`src/rtl/hello_rot_decoder.sv`:
```
// ---------------------------------------------------------------------------
// hello_rot_decoder: recovers the "   HELLO" rotation index from a serial
// stream of eight 7-segment codes.                              Rev 1.0
// ---------------------------------------------------------------------------
`default_nettype none

module hello_rot_decoder #(
  parameter int TIMEOUT_CYC = 1024
) (
  input  logic       CLOCK_50,
  input  logic       RST_N,
  input  logic [7:0] SEG_IN,
  input  logic       SEG_VALID,
  output logic       SEG_READY,
  output logic [2:0] ROT,
  output logic       ROT_VALID,
  output logic       ERR,
  output logic [1:0] ERR_CODE,
  output logic [7:0] FRAME_OK
);

  typedef enum logic [1:0] {
    ST_IDLE    = 2'd0,
    ST_COLLECT = 2'd1,
    ST_CHECK   = 2'd2
  } state_t;

  localparam logic [2:0]  SYM_V    = 3'd0;
  localparam logic [2:0]  SYM_H    = 3'd1;
  localparam logic [2:0]  SYM_E    = 3'd2;
  localparam logic [2:0]  SYM_L    = 3'd3;
  localparam logic [2:0]  SYM_O    = 3'd4;
  localparam logic [15:0] GAP_LAST = 16'(TIMEOUT_CYC - 1);

  // Returns {bad, symbol}; bad codes report the blank symbol alongside the bad flag.
  function automatic logic [3:0] decode(input logic [7:0] c);
    case (c)
      8'h89:   return {1'b0, SYM_H};
      8'h86:   return {1'b0, SYM_E};
      8'hC7:   return {1'b0, SYM_L};
      8'hC0:   return {1'b0, SYM_O};
      8'hFF:   return {1'b0, SYM_V};
      default: return {1'b1, SYM_V};
    endcase
  endfunction

  function automatic logic [2:0] ref_sym(input logic [2:0] i);
    case (i)
      3'd3:       return SYM_H;
      3'd4:       return SYM_E;
      3'd5, 3'd6: return SYM_L;
      3'd7:       return SYM_O;
      default:    return SYM_V;
    endcase
  endfunction

  state_t          state_q, state_d;
  logic [7:0][2:0] sym_q, sym_d;
  logic [7:0]      bad_q, bad_d;
  logic [2:0]      idx_q, idx_d;
  logic [15:0]     gap_q, gap_d;
  logic [2:0]      rot_q, rot_d;
  logic            rot_valid_q, rot_valid_d;
  logic            err_q, err_d;
  logic [1:0]      err_code_q, err_code_d;
  logic [7:0]      frame_ok_q, frame_ok_d;

  logic            accept;
  logic [3:0]      dec;
  logic [2:0]      h_pos;
  logic [2:0]      k_calc;
  logic            match;

  assign SEG_READY = (state_q != ST_CHECK);
  assign accept    = SEG_VALID && SEG_READY;

  always_comb begin
    dec = decode(SEG_IN);

    // H is unique in the reference, so its position fixes the candidate k.
    h_pos = 3'd0;
    for (int i = 0; i < 8; i++) begin
      if (sym_q[i] == SYM_H) h_pos = 3'(i);
    end
    k_calc = 3'd3 - h_pos;
    match  = 1'b1;
    for (int i = 0; i < 8; i++) begin
      if (sym_q[i] != ref_sym(k_calc + 3'(i))) match = 1'b0;
    end

    state_d     = state_q;
    sym_d       = sym_q;
    bad_d       = bad_q;
    idx_d       = idx_q;
    gap_d       = gap_q;
    rot_d       = rot_q;
    rot_valid_d = 1'b0;
    err_d       = 1'b0;
    err_code_d  = err_code_q;
    frame_ok_d  = frame_ok_q;

    case (state_q)
      ST_IDLE: begin
        gap_d = 16'd0;
        if (accept) begin
          sym_d[0] = dec[2:0];
          bad_d    = {7'd0, dec[3]};
          idx_d    = 3'd1;
          state_d  = ST_COLLECT;
        end
      end
      ST_COLLECT: begin
        if (accept) begin
          sym_d[idx_q] = dec[2:0];
          bad_d[idx_q] = dec[3];
          idx_d        = idx_q + 3'd1;
          gap_d        = 16'd0;
          if (idx_q == 3'd7) state_d = ST_CHECK;
        end else if (gap_q == GAP_LAST) begin
          err_d      = 1'b1;
          err_code_d = 2'b11;
          gap_d      = 16'd0;
          idx_d      = 3'd0;
          state_d    = ST_IDLE;
        end else begin
          gap_d = gap_q + 16'd1;
        end
      end
      ST_CHECK: begin
        state_d = ST_IDLE;
        idx_d   = 3'd0;
        if (|bad_q) begin
          err_d      = 1'b1;
          err_code_d = 2'b01;
        end else if (match) begin
          rot_d       = k_calc;
          rot_valid_d = 1'b1;
          frame_ok_d  = frame_ok_q + 8'd1;
        end else begin
          err_d      = 1'b1;
          err_code_d = 2'b10;
        end
      end
      default: state_d = ST_IDLE;
    endcase
  end

  always_ff @(posedge CLOCK_50 or negedge RST_N) begin
    if (!RST_N) begin
      state_q     <= ST_IDLE;
      sym_q       <= '0;
      bad_q       <= '0;
      idx_q       <= 3'd0;
      gap_q       <= 16'd0;
      rot_q       <= 3'd0;
      rot_valid_q <= 1'b0;
      err_q       <= 1'b0;
      err_code_q  <= 2'b00;
      frame_ok_q  <= 8'd0;
    end else begin
      state_q     <= state_d;
      sym_q       <= sym_d;
      bad_q       <= bad_d;
      idx_q       <= idx_d;
      gap_q       <= gap_d;
      rot_q       <= rot_d;
      rot_valid_q <= rot_valid_d;
      err_q       <= err_d;
      err_code_q  <= err_code_d;
      frame_ok_q  <= frame_ok_d;
    end
  end

  assign ROT       = rot_q;
  assign ROT_VALID = rot_valid_q;
  assign ERR       = err_q;
  assign ERR_CODE  = err_code_q;
  assign FRAME_OK  = frame_ok_q;

endmodule

`default_nettype wire

```
`config.mk`:
```
export PLATFORM = sky130hd
export DESIGN_NAME = hello_rot_decoder
export DESIGN_NICKNAME = d
export VERILOG_FILES = /design/src/rtl/hello_rot_decoder.sv
export SDC_FILE = /design/constraint.sdc
export NUM_CORES = 1
export LEC_CHECK = 0
export CORE_AREA = 2 2 105 127
export CTS_CLUSTER_SIZE = 14
export DETAILED_ROUTE_END_ITERATION = 16
export DIE_AREA = 0 0 107 129
export PLACE_DENSITY = 0.51
export RECOVER_POWER = 100
export SYNTH_ARGS = -nofsm -noshare
export SYNTH_HDL_FRONTEND = slang
export SYNTH_SLANG_ARGS = --single-unit
```
`constraint.sdc`:
```
create_clock -name CLOCK_50 -period 10.4 [get_ports CLOCK_50]
set_input_delay 1.56 -clock CLOCK_50 [delete_from_list [all_inputs] [get_ports CLOCK_50]]
set_output_delay 1.56 -clock CLOCK_50 [all_outputs]
set_load 0.02 [all_outputs]
```
# [Word level (Yosys, flattened, before mapping)]
# Index checks and enable logic that the tools add are counted.
[op_classes] addsub=11 n_lt_le_gt_ge=2 n_eq_ne=72 muxes=61 bitwise_logic=1 n_reduce_logical=21
[op_table] operator="== test 3 bit (second input constant)" n=33
[op_table] operator="one-hot mux 3 bit (4 select lines)" n=8
[op_table] operator="== test 8 bit (second input constant)" n=5
[op_table] operator="two-way mux 3 bit" n=12
[op_table] operator="two-way mux 16 bit" n=2
[op_table] operator="one-hot mux 16 bit (2 select lines)" n=1
[op_table] operator="bitwise mux 24 bit" n=1
[op_table] operator="== test 3 x 2 -> 1 bit (second input constant)" n=8
[op_table] operator="!= test 3 bit" n=8
[op_table] operator="== test 3 x 1 -> 1 bit (second input constant)" n=7
[op_table] operator="one-hot mux 4 bit (5 select lines)" n=1
[op_table] operator="two-way mux 1 bit" n=17
[op_table] operator="adder 16 x 1 -> 16 bit (second input constant)" n=1
[op_table] operator="== test 16 x 10 -> 1 bit (second input constant)" n=1
[op_table] operator="two-way mux 2 bit" n=8
[op_table] operator="two-way mux 8 bit" n=2
[op_table] operator="one-hot mux 8 bit (2 select lines)" n=1
[op_table] operator="OR reduction 2 bit" n=8
[op_table] operator="adder 3 bit (second input constant)" n=4
[op_table] operator="AND reduction 3 bit" n=4
[op_table] operator="!= test 2 bit (second input constant)" n=5
[op_table] operator="demux 3 bit (select 3 bit)" n=1
[op_table] operator="!= test 3 bit (second input constant)" n=3
[op_table] operator="one-hot mux 3 bit (3 select lines)" n=1
[op_table] operator="21 further kinds" n=26
[totals] regBits=68 input_bits=11 out_inout_bits=16

# [Depth between registers and ports, before layout]
# Gate-level depths: netlist of run 1.
[depth] depth_word=24 mapped_depth=16 depth_no_buf=14

# [Worst setup path before layout of run 1]
# Ideal clock, no wire load.
[synth_timing] kind="register to register" start="register sym_q[7] (netlist name)" end="register frame_ok_q[1] (netlist: FRAME_OK[1])" setup_time_ps=125 arrival_time_ps=3659 t_required_ps=10275 setup_slack_ps=6616 path_stages_with_launch=17 path_buffers=2 synth_period_minus_slack_ps=3784 path_cell_list="dfrtp_1 or3b_4 a31o_2 a21oi_4 o21ai_0 nor2_1 ha_1 buf_2 nor2_1 a21oi_1 nand3_1 a311oi_1 o2111ai_1 nor4_4 and3_1 buf_6 mux2_4"
[synth_via] elab_chain_len=21 elab_cells_between_ends=88 cone_classes="add/sub: 8; eq/ne: 49; mux: 22; reduce/logical: 9"
[synth_lines] item="start, declared" line_no="58" source="logic [7:0][2:0] sym_q, sym_d;"
[synth_lines] item="start signal, assigned" line_no="162" source="sym_q <= sym_d;"
[synth_lines] item="== test 3 x 1 -> 1 bit" line_no="83" source="if (sym_q[i] == SYM_H) h_pos = 3'(i);"
[synth_lines] item="two-way mux 3 bit (6 in a row)" line_no="83"
[synth_lines] item="subtractor 2 x 3 -> 3 bit" line_no="85" source="k_calc = 3'd3 - h_pos;"
[synth_lines] item="adder 3 x 1 -> 3 bit or == test 3 bit (tied branches)" line_no="88, 48"
[synth_lines] item="== test 3 bit or OR reduction 2 bit (tied branches)" line_no="48" source="case (i)"
[synth_lines] item="OR reduction 2 bit or one-hot mux 3 bit (4 select lines) (tied branches)" line_no="48"
[synth_lines] item="one-hot mux 3 bit (4 select lines) or != test 3 bit (tied branches)" line_no="48, 88"
[synth_lines] item="!= test 3 bit or two-way mux 1 bit (tied branches)" line_no="88" source="if (sym_q[i] != ref_sym(k_calc + 3'(i))) match = 1'b0;"
[synth_lines] item="two-way mux 1 bit (6 in a row)" line_no="88"
[synth_lines] item="two-way mux 1 bit *" line_no="88"
[synth_lines] item="AND reduction 3 bit (no line) *"
[synth_lines] item="end signal, assigned" line_no="170" source="frame_ok_q <= frame_ok_d;"
[synth_lines] item="end, declared" line_no="66" source="logic [7:0] frame_ok_q, frame_ok_d;"
# Mark *: on every way between the ends. The rest lies on a longest branch, timed or not.
# A chain may end at the register's enable or synchronous reset.

# [Worst setup path after layout of run 1]
[layout_timing] start="register sym_q[10] (netlist name)" end="register frame_ok_q[1] (netlist: FRAME_OK[1])"
[layout_via] elab_chain_len=20 elab_cells_between_ends=87 cone_classes="add/sub: 8; eq/ne: 49; mux: 21; reduce/logical: 9"
[layout_lines] item="== test 3 x 1 -> 1 bit" line_no="83"
[layout_lines] item="two-way mux 3 bit (5 in a row)" line_no="83"
[layout_lines] item="subtractor 2 x 3 -> 3 bit" line_no="85"
[layout_lines] item="adder 3 x 1 -> 3 bit or == test 3 bit (tied branches)" line_no="88, 48"
[layout_lines] item="== test 3 bit or OR reduction 2 bit (tied branches)" line_no="48"
[layout_lines] item="OR reduction 2 bit or one-hot mux 3 bit (4 select lines) (tied branches)" line_no="48"
[layout_lines] item="one-hot mux 3 bit (4 select lines) or != test 3 bit (tied branches)" line_no="48, 88"
[layout_lines] item="!= test 3 bit or two-way mux 1 bit (tied branches)" line_no="88"
[layout_lines] item="two-way mux 1 bit (6 in a row)" line_no="88"
[layout_lines] item="two-way mux 1 bit *" line_no="88"
[layout_lines] item="AND reduction 3 bit (no line) *"
# Marked as above.

==> results of run 1 <==
-- report_power, final --
| group | switching [W] | internal (W) |
|---|---|---|
| clock network | 0.000123 | 0.000193 |
| registers | 0.0000197 | 0.000280 |
| logic | 0.000136 | 0.0000675 |
-- Yosys cell counts, types with 3 or more instances --
master,n
a211oi_1,5
a21oi_1,23
a31oi_1,4
a32oi_1,4
and2_1,4
and3_1,11
buf_2,4
clkbuf_1,14
dfrtp_1,68
ha_1,14
inv_1,13
mux2_2,23
mux2_4,3
mux2i_1,5
nand2_1,49
nand2b_1,7
nand3_1,19
nand4_1,15
nor2_1,46
nor2b_1,11
nor3_1,15
nor3b_2,4
nor4_1,7
nor4_2,5
o2111ai_1,4
o21ai_0,42
o21ai_1,3
o22ai_1,7
o31ai_1,5
o41ai_1,3
or2_2,3
or3b_1,5
xnor2_1,3
xor2_1,13
-- flip-flops by register name (all words and copies together), names as in the netlist --
register   cells
idx_q          3
gap_q         16
ROT_VALID      1
state_q        2
ERR_CODE       2
ROT            3
bad_q          8
FRAME_OK       8
ERR            1
sym_q         24
-- layout make-up --
cell class              instances  area share, %
clock buffers                  11           4.69
flip-flops and latches         68           32.9
inverters                      14           1.01
multi-input cells             403           50.9
well taps                     164           3.96
repair buffers                 30           5.44
clock inverters                 5           1.16
-- cells by family (layout without fill, tap and decap cells) --
| family | after synthesis | count (layout) | synth area share [%] |
|---|---|---|---|
| compound gates | 125 | 125 | 18.2 |
| fa+ha+maj | 14 | 14 | 3.85 |
| flops | 68 | 68 | 37.4 |
| simple gates | 217 | 217 | 26.6 |
| buf+inv | 33 | 60 | 3.00 |
| mux | 31 | 31 | 7.79 |
| xor+xnor | 16 | 16 | 3.08 |
-- layer usage --
layer  vias up  wire [um]  global-route usage, %
met3        42        514                   2.53
li1       1931          -                      -
met1      1961       5420                   24.1
met2       119       6250                   32.5
met5         -          0                      0
met4         0        626                   12.1
-- worst max-delay path by stage --
stage                         start     endpoint  cells past startpoint  slack [ps]
after floorplan            sym_q[7]  FRAME_OK[1]                     16        6620
after global placement    sym_q[10]       ROT[2]                     14        5800
after detailed placement  sym_q[18]  FRAME_OK[1]                     14        5810
after CTS                 sym_q[18]  FRAME_OK[1]                     14        5810
after global routing      sym_q[10]  FRAME_OK[1]                     14        4680
final                     sym_q[10]  FRAME_OK[1]                     14        5160
-- critical path, delay by kind of cell (launching register included) --
family                   cells  cell delay (ps)
multiplexers                 1              360
AO/OA/AOI/OAI                7             1630
flip-flops                   1              460
buffers and inverters        1              250
AND/OR/NAND/NOR              4             1930
adder cells (fa/ha/maj)      1              490
-- metrics by stage --
stage / cell area [sq um] / worst slack [ps] / total power [W] / hold slack [ps]
2_1_floorplan: 4550 / 6620 / 0.000448 / 454
3_3_place_gp: 4950 / 5800 / 0.000510 / 460
3_5_place_dp: 4950 / 5810 / 0.000511 / 482
4_1_cts: 5260 / 5810 / 0.000833 / 492
5_1_grt: 5180 / 4680 / 0.000865 / 491
6_report: 5180 / 5160 / 0.000819 / 475
==> flow_summary.ini, run 1 <==
[run_status]
status = finished with violations
violations = capacitance limit, slew limit

[drt]
num_vias = 4053
drt_wl_total_um = 12800
routed_via_density = 5.83
post_drt_wl_per_cell_um = 18.4
first_pass_iters = 5
detail-route-antenna-nets = 0
drcViolationCount = 0
drtIter0Drc = 254

[final_layout]
area_growth_pct = 13.9
layout-drive-gt1-share_pct = 10.9
multi_input_area_sq_mm = 0.00264
regArea_sq_mm = 0.00170
fillCellCount = 1261
stdcell_count = 695
fin_nets = 551
antenna_cells = 0
final_common_cell = dfrtp_1
finish.utilization_pct = 41.2
layout_common_cells = 68 x dfrtp_1, 49 x nand2_1, 46 x nor2_1

[floorplanning]
start_util_pct = 36.2
core_sq_mm = 0.0126
die_y_um = 129
io_pins = 27
die_w_um = 107
die_area_sq_mm = 0.0138
floorplan.rows = 45

[setup_path]
worstPathArrival_ps = 5460
r2r-start = sym_q[10]
cp_slowest_cell = nor3b_1
crit_type = reg -> reg
cp_slowest_stage_delay_ps = 700
worst_setup_path_start_kind = flop
cp_max_fo = 13
r2r_setup_slack_ps = 5160
reg2regPathDepth = 14
crit_required_ps = 10620
endpoint_kind = flop
crit_path_cell_trace = nor3b_1 > a31o_1 > a21oi_1 > o21ai_0 > nor2_1 > ha_1 > inv_1 > o22ai_1 > o21bai_1 > a32oi_1 > o2111ai_1 > nor4_1 > and3_1 > mux2_1
r2r-end = FRAME_OK[1]

[place]
dpl.hpwl_um = 9590
port-buffer-count = 26
gp_congestion = 0.959
dp.cells = 679

[synth]
synth_area_leader_cell = dfrtp_1
synth_edf_count = 0
syn-cell-area_sq_mm = 0.00455
synth_nets = 529
synthTopCellsByArea = dfrtp_1 37%, mux2_2 5.7%, o21ai_0 4.6%
synthCells = 504
netlist-cell-type-count = 67
synth_seq_cells = 68
synthArstFlopShare_pct = 100
synth.top_cell.area_share_pct = 37.4
synth_area_per_cell_sq_um = 9.02
synth-main-ff-cell = dfrtp_1
yosysWarnings = 0
synth-seq-area-share_pct = 37.4

[clock_network]
hold_buffers = 0
clk_latency_ps = 340
cts-root-buf = clkbuf_16
clock-sinks = 68
htreeDepth = 3
clockBufferDepth = 2
numCtsBuffers = 9
cts_tree = done
clkSlewWorstSetupHoldPaths_ps = 60
cts.repair.resized = 0
cts_setup_buffers = 0

[sta]
period_needed_ps = 5240
drv_slew = 69
finClkSkew_ps = 10.9
setup_viol = 0
maxSlewHeadroom_pct = -149
rsz0062_at_grt = false
timing.final.hold_violations = 0
worstMarginPinSlew_ps = 3730
finalCritPeriodShare_pct = 50.4
fmax_mhz = 191
finalSetupTns_ps = 0

[global_routing]
first_global_vias = 3993
grt_max_degree = 69
track_usage_pct = 19.6
overflow = 0
antenna_found_initial = 0
grt_pass1_wl_um = 20900

[run]
maxCapViolCount = 1

[hold_path]
hp-start = FRAME_OK[7]
min_path_type = reg -> reg
hold_end = FRAME_OK[7]
hold_depth = 1

[pwr]
p_leak_nw = 2.28
ir_drop_mv = 0.0733
power_per_cell_area_mw_per_mm2 = 158
No activity file was read; power rests on OpenSTA's default activity.
==> run 2, diff against run 1 <==
- PLACE_DENSITY: 0.51 -> 0.53
- clock period: 10.4 -> 4.6 ns (I/O delays scaled with it)
==> flow_summary.ini, run 2 (synthesis gave the netlist of run 1 again) <==
[setup_path]
crit_type = reg -> reg
crit_buf_inv = 2
endpoint_kind = flop
r2r_setup_slack_ps = 330
r2r-end = ROT[2]
crit_required_ps = 4820
r2r-start = sym_q[7]
cpLargestDelayFamily = compound AO/OA/AOI/OAI gates
cp_slowest_cell = or3b_4
crit_path_cell_trace = or3b_4 > a31o_2 > a21oi_4 > o21ai_0 > nor2_1 > ha_2 > inv_1 > o22ai_1 > o21bai_1 > a32oi_1 > o2111ai_1 > nor4_4 > and3_1 > buf_4 > mux2_1
cp_max_fo = 11
worst_setup_path_start_kind = flop
worstPathArrival_ps = 4490
cp_slowest_stage_delay_ps = 460
reg2regPathDepth = 15

[pwr]
pwr-share-clk_pct = 43.0
seqPwrFrac_pct = 33.3
switching_share_pct = 31.0
p_comb_share_pct = 23.7
p_leak_nw = 2.42
p_int_w = 0.00140
ir_drop_mv = 0.177
power_per_cell_area_mw_per_mm2 = 373
p_switching_w = 0.000629

[clock_network]
numCtsBuffers = 9
htreeDepth = 3
cts_tree = done
clockBufferDepth = 2
clkSlewWorstSetupHoldPaths_ps = 60
clock-sinks = 68
cts.repair.resized = 0
hold_buffers = 0
clk_latency_ps = 340
cts-root-buf = clkbuf_16
cts_setup_buffers = 0

[global_routing]
overflow = 0
first_global_vias = 4058
grt_pass1_wl_um = 21700
track_usage_pct = 20.5
grt_max_degree = 41
antenna_found_initial = 0

[final_layout]
fillCellCount = 1238
layout_common_cells = 68 x dfrtp_1, 49 x nand2_1, 46 x nor2_1
regMostFlops = sym_q
fin_nets = 569
final_common_cell = dfrtp_1
antenna_cells = 0
layout-drive-gt1-share_pct = 15.1
area_growth_pct = 19.4
largest_register_ffs = 24
reg_top3 = sym_q: 24 flops, gap_q: 16 flops

[run_status]
violations = capacitance limit, slew limit
status = finished with violations

[sta]
rsz0062_at_grt = false
finClkSkew_ps = 8.23
finalSetupTns_ps = 0
maxSlewHeadroom_pct = -47.1
finalCritPeriodShare_pct = 92.8
fmax_mhz = 234
timing.final.hold_violations = 0
setup_viol = 0
fin_ws_ps = 330
worstMarginPinSlew_ps = 2210
drv_slew = 71
period_needed_ps = 4270

[place]
place_ws_ps = 350
gp_congestion = 1.00
dpl.hpwl_um = 10300
port-buffer-count = 26

[run]
maxCapViolCount = 3

[drt]
detail-route-antenna-nets = 0
post_drt_wl_per_cell_um = 18.9
num_vias = 4126
first_pass_iters = 4
drtIter0Drc = 207
routed_via_density = 5.79
drt_wl_total_um = 13500
drcViolationCount = 0

[floorplanning]
die_area_sq_mm = 0.0138
floorplan.rows = 45
core_sq_mm = 0.0126
die_w_um = 107
die_y_um = 129
io_pins = 27
start_util_pct = 36.2

[hold_path]
hold_depth = 1
min_path_type = reg -> reg
hold_end = ROT[1]
hp-start = ROT[1]
-- run 2: changes by cell type in the layout (fill, tap and decap cells not counted), moves of 3 or more --
cell,change
buf_4,+15
bufinv_16,+3
clkbuf_1,+3
nor4_1,-5
nor4_2,+4
-- run 2: final cells by class --
type | count | area, sq um | area share, %
multi-input combinational | 403 | 2690 | 49.6
sequential | 68 | 1700 | 31.3
timing repair buffer | 48 | 404 | 7.44
clock buffer | 10 | 239 | 4.40
tap | 164 | 205 | 3.78
clock inverter | 6 | 134 | 2.47
inverter | 14 | 52.6 | 0.968
-- run 2: worst max-delay path by stage --
stage	from	to	depth (start not counted)
after global routing	sym_q[7]	FRAME_OK[1]	15
final	sym_q[7]	ROT[2]	15
after detailed placement	sym_q[7]	FRAME_OK[1]	15
after floorplan	sym_q[7]	FRAME_OK[1]	16
after CTS	sym_q[7]	ROT[1]	15
after global placement	sym_q[7]	ROT[2]	14
-- run 2: through the flow --
| step | hold WS [ps] | cells | total power, W | instance area, sq um | utilization, % |
|---|---|---|---|---|---|
| 2_1_floorplan | 394 | 504 | 0.00101 | 4550 | - |
| 3_3_place_gp | 481 | 697 | 0.00117 | 5090 | 40.6 |
| 3_5_place_dp | 489 | 697 | 0.00117 | 5090 | 40.6 |
| 4_1_cts | 498 | 713 | 0.00205 | 5470 | 43.5 |
| 5_1_grt | 500 | 713 | 0.00214 | 5430 | 43.2 |
| 6_report | 479 | 713 | 0.00203 | 5430 | 43.2 |
-- run 2: power groups by stage --
| stage | Clock, W | Sequential, W | Combinational (W) |
|---|---|---|---|
| after floorplan | 0 | 0.000664 | 0.000349 |
| after global placement | 0 | 0.000686 | 0.000479 |
| after detailed placement | 0 | 0.000687 | 0.000478 |
| after CTS | 0.000891 | 0.000676 | 0.000480 |
| after global routing | 0.000921 | 0.000683 | 0.000534 |
| final | 0.000871 | 0.000675 | 0.000480 |
-- run 2: worst reg2reg max path, stage by stage (launching register included) --
cell and delay, ps:
dfrtp_1 420, or3b_4 460, a31o_2 320, a21oi_4 250, o21ai_0 200, nor2_1 180, ha_2 380, inv_1 220
o22ai_1 130, o21bai_1 160, a32oi_1 250, o2111ai_1 220, nor4_4 320, and3_1 190, buf_4 150, mux2_1 330
-- run 2: layer usage --
layer	vias up	GRT usage [%]	routed length, um
met4	0	13.4	917
met2	120	35.2	6520
met3	51	3.75	476
li1	1967	-	-
met5	-	0	0
met1	1988	23.4	5550
==> run 3, diff against run 2 <==
- CAP_MARGIN: default -> 20
- DONT_BUFFER_PORTS: default -> 1
- PLACE_DENSITY: 0.53 -> 0.5
==> flow_summary.ini, run 3 (synthesis gave the netlist of run 1 again) <==
[clock_network]
clk_latency_ps = 330
clockBufferDepth = 2
htreeDepth = 3
cts_tree = done
cts-root-buf = clkbuf_16
clkSlewWorstSetupHoldPaths_ps = 60
cts_setup_buffers = 0
hold_buffers = 0
clock-sinks = 68
numCtsBuffers = 9

[setup_path]
worstPathArrival_ps = 4610
cp_slowest_cell = or4_4
reg2regPathDepth = 14
crit_required_ps = 4850
crit_buf_inv = 0
cp_max_fo = 11
cp.depth = 14
worst_setup_path_start_kind = flop
r2r_setup_slack_ps = 240
cp_slowest_stage_delay_ps = 500
crit_type = reg -> reg
endpoint_kind = flop
crit_path_cell_trace = or3b_4 > a31o_2 > a21oi_4 > o21ai_0 > nor2_1 > ha_2 > nor2b_1 > o21ai_0 > o211ai_1 > nor4_1 > nand3b_1 > or4_4 > nor4_1 > xor2_1
cpLargestDelayFamily = simple AND/OR/NAND/NOR gates

[sta]
finClkSkew_ps = 8.19
period_needed_ps = 4360
fmax_mhz = 229
drv_slew = 0
finalSetupTns_ps = 0
setup_viol = 0
worstMarginPinSlew_ps = 1020
timing.final.hold_violations = 0
rsz0062_at_grt = false
finalCritPeriodShare_pct = 94.8
maxSlewHeadroom_pct = 32.0

[place]
gp_congestion = 1.00
dpl.hpwl_um = 10100
port-buffer-count = 0
dp.cells = 672

[final_layout]
largest_register_ffs = 24
regArea_sq_mm = 0.00170
antenna_cells = 0
regMostFlops = sym_q
fin_nets = 544
fillCellCount = 1264
layout_common_cells = 68 x dfrtp_1, 49 x nand2_1, 46 x nor2_1
reg_top3 = sym_q: 24 flops, gap_q: 16 flops
stdcell_count = 686
final_common_cell = dfrtp_1
area_growth_pct = 12.0
layout-drive-gt1-share_pct = 15.7
multi_input_area_sq_mm = 0.00270

[floorplanning]
io_pins = 27
start_util_pct = 36.2
die_w_um = 107
die_y_um = 129
floorplan.rows = 45
die_area_sq_mm = 0.0138
core_sq_mm = 0.0126

[hold_path]
min_path_type = in -> async

[pwr]
ir_drop_mv = 0.164
power_per_cell_area_mw_per_mm2 = 353
p_leak_nw = 2.25

[global_routing]
antenna_found_initial = 0
grt_pass1_wl_um = 21000
overflow = 0
first_global_vias = 4023
track_usage_pct = 19.9
grt_max_degree = 69

[drt]
num_vias = 4039
post_drt_wl_per_cell_um = 19.1
first_pass_iters = 7
drt_wl_total_um = 13100
detail-route-antenna-nets = 0
drcViolationCount = 0
drtIter0Drc = 218
routed_via_density = 5.89

[run]
maxCapViolCount = 0

[run_status]
status = complete, no violations
==> run 3: changes by cell type in the layout (fill, tap and decap cells not counted), sizes merged <==
| cell | previous run | this run |
|---|---|---|
| clkinv | 1 | 2 |
| clkbuf | 15 | 14 |
| bufinv | 4 | 1 |
| buf | 18 | 20 |
| inv | 15 | 14 |
| dlygate4sd3 | 18 | 0 |
| clkdlybuf4s50 | 7 | 0 |
==> run 3: area by class of cell <==
| class | count | area share (%) |
|---|---|---|
| timing repair buffer | 23 | 3.24 |
| multi-input combinational | 403 | 52.9 |
| tap | 164 | 4.03 |
| inverter | 14 | 1.03 |
| clock buffer | 11 | 4.57 |
| sequential | 68 | 33.4 |
| clock inverter | 3 | 0.786 |
==> run 3: metrics by stage <==
step	total power [W]	hold slack, ps	instance area, sq um	setup WS, ps	utilization [%]
3_5_place_dp	0.00114	396	4840	327	38.6
6_report	0.00180	49.4	5090	241	40.6
4_1_cts	0.00181	39.9	5110	298	40.7
2_1_floorplan	0.00101	394	4550	816	-
3_3_place_gp	0.00114	396	4840	420	38.6
5_1_grt	0.00190	30.9	5090	45.7	40.6
==> run 3: layer usage <==
layer  track usage (%)  routed length (um)  vias up
li1                  -                   -     1898
met1              22.0                5240     1970
met2              35.7                6650      127
met3              3.80                 494       44
met4              11.1                 697        0
met5                 0                   0        -
==> run 3: path summary, 6_finish.rpt <==
check	from	endpoint
worst min register to register	gap_q[8]	gap_q[8]
worst max register to register	sym_q[7]	FRAME_OK[6]
worst min-delay path	RST_N	FRAME_OK[7]
min in group CLOCK_50	gap_q[8]	gap_q[8]
max in group asynchronous	RST_N	bad_q[0]
worst max-delay path	sym_q[7]	FRAME_OK[6]
==> run 3: what timing repair did <==
item                                    in CTS  in global routing
endpoints found under the hold margin        0                  0
resized for setup                            0                  2
endpoints found under the setup margin       0                  1
==> run 3: report_power, final <==
part           total (W)  leakage [nW]  internal [W]  switching [W]
Combinational   0.000458          1.20      0.000160       0.000297
Clock           0.000660         0.135      0.000412       0.000248
Sequential      0.000677         0.917      0.000634      0.0000438
Total            0.00180          2.25       0.00121       0.000589
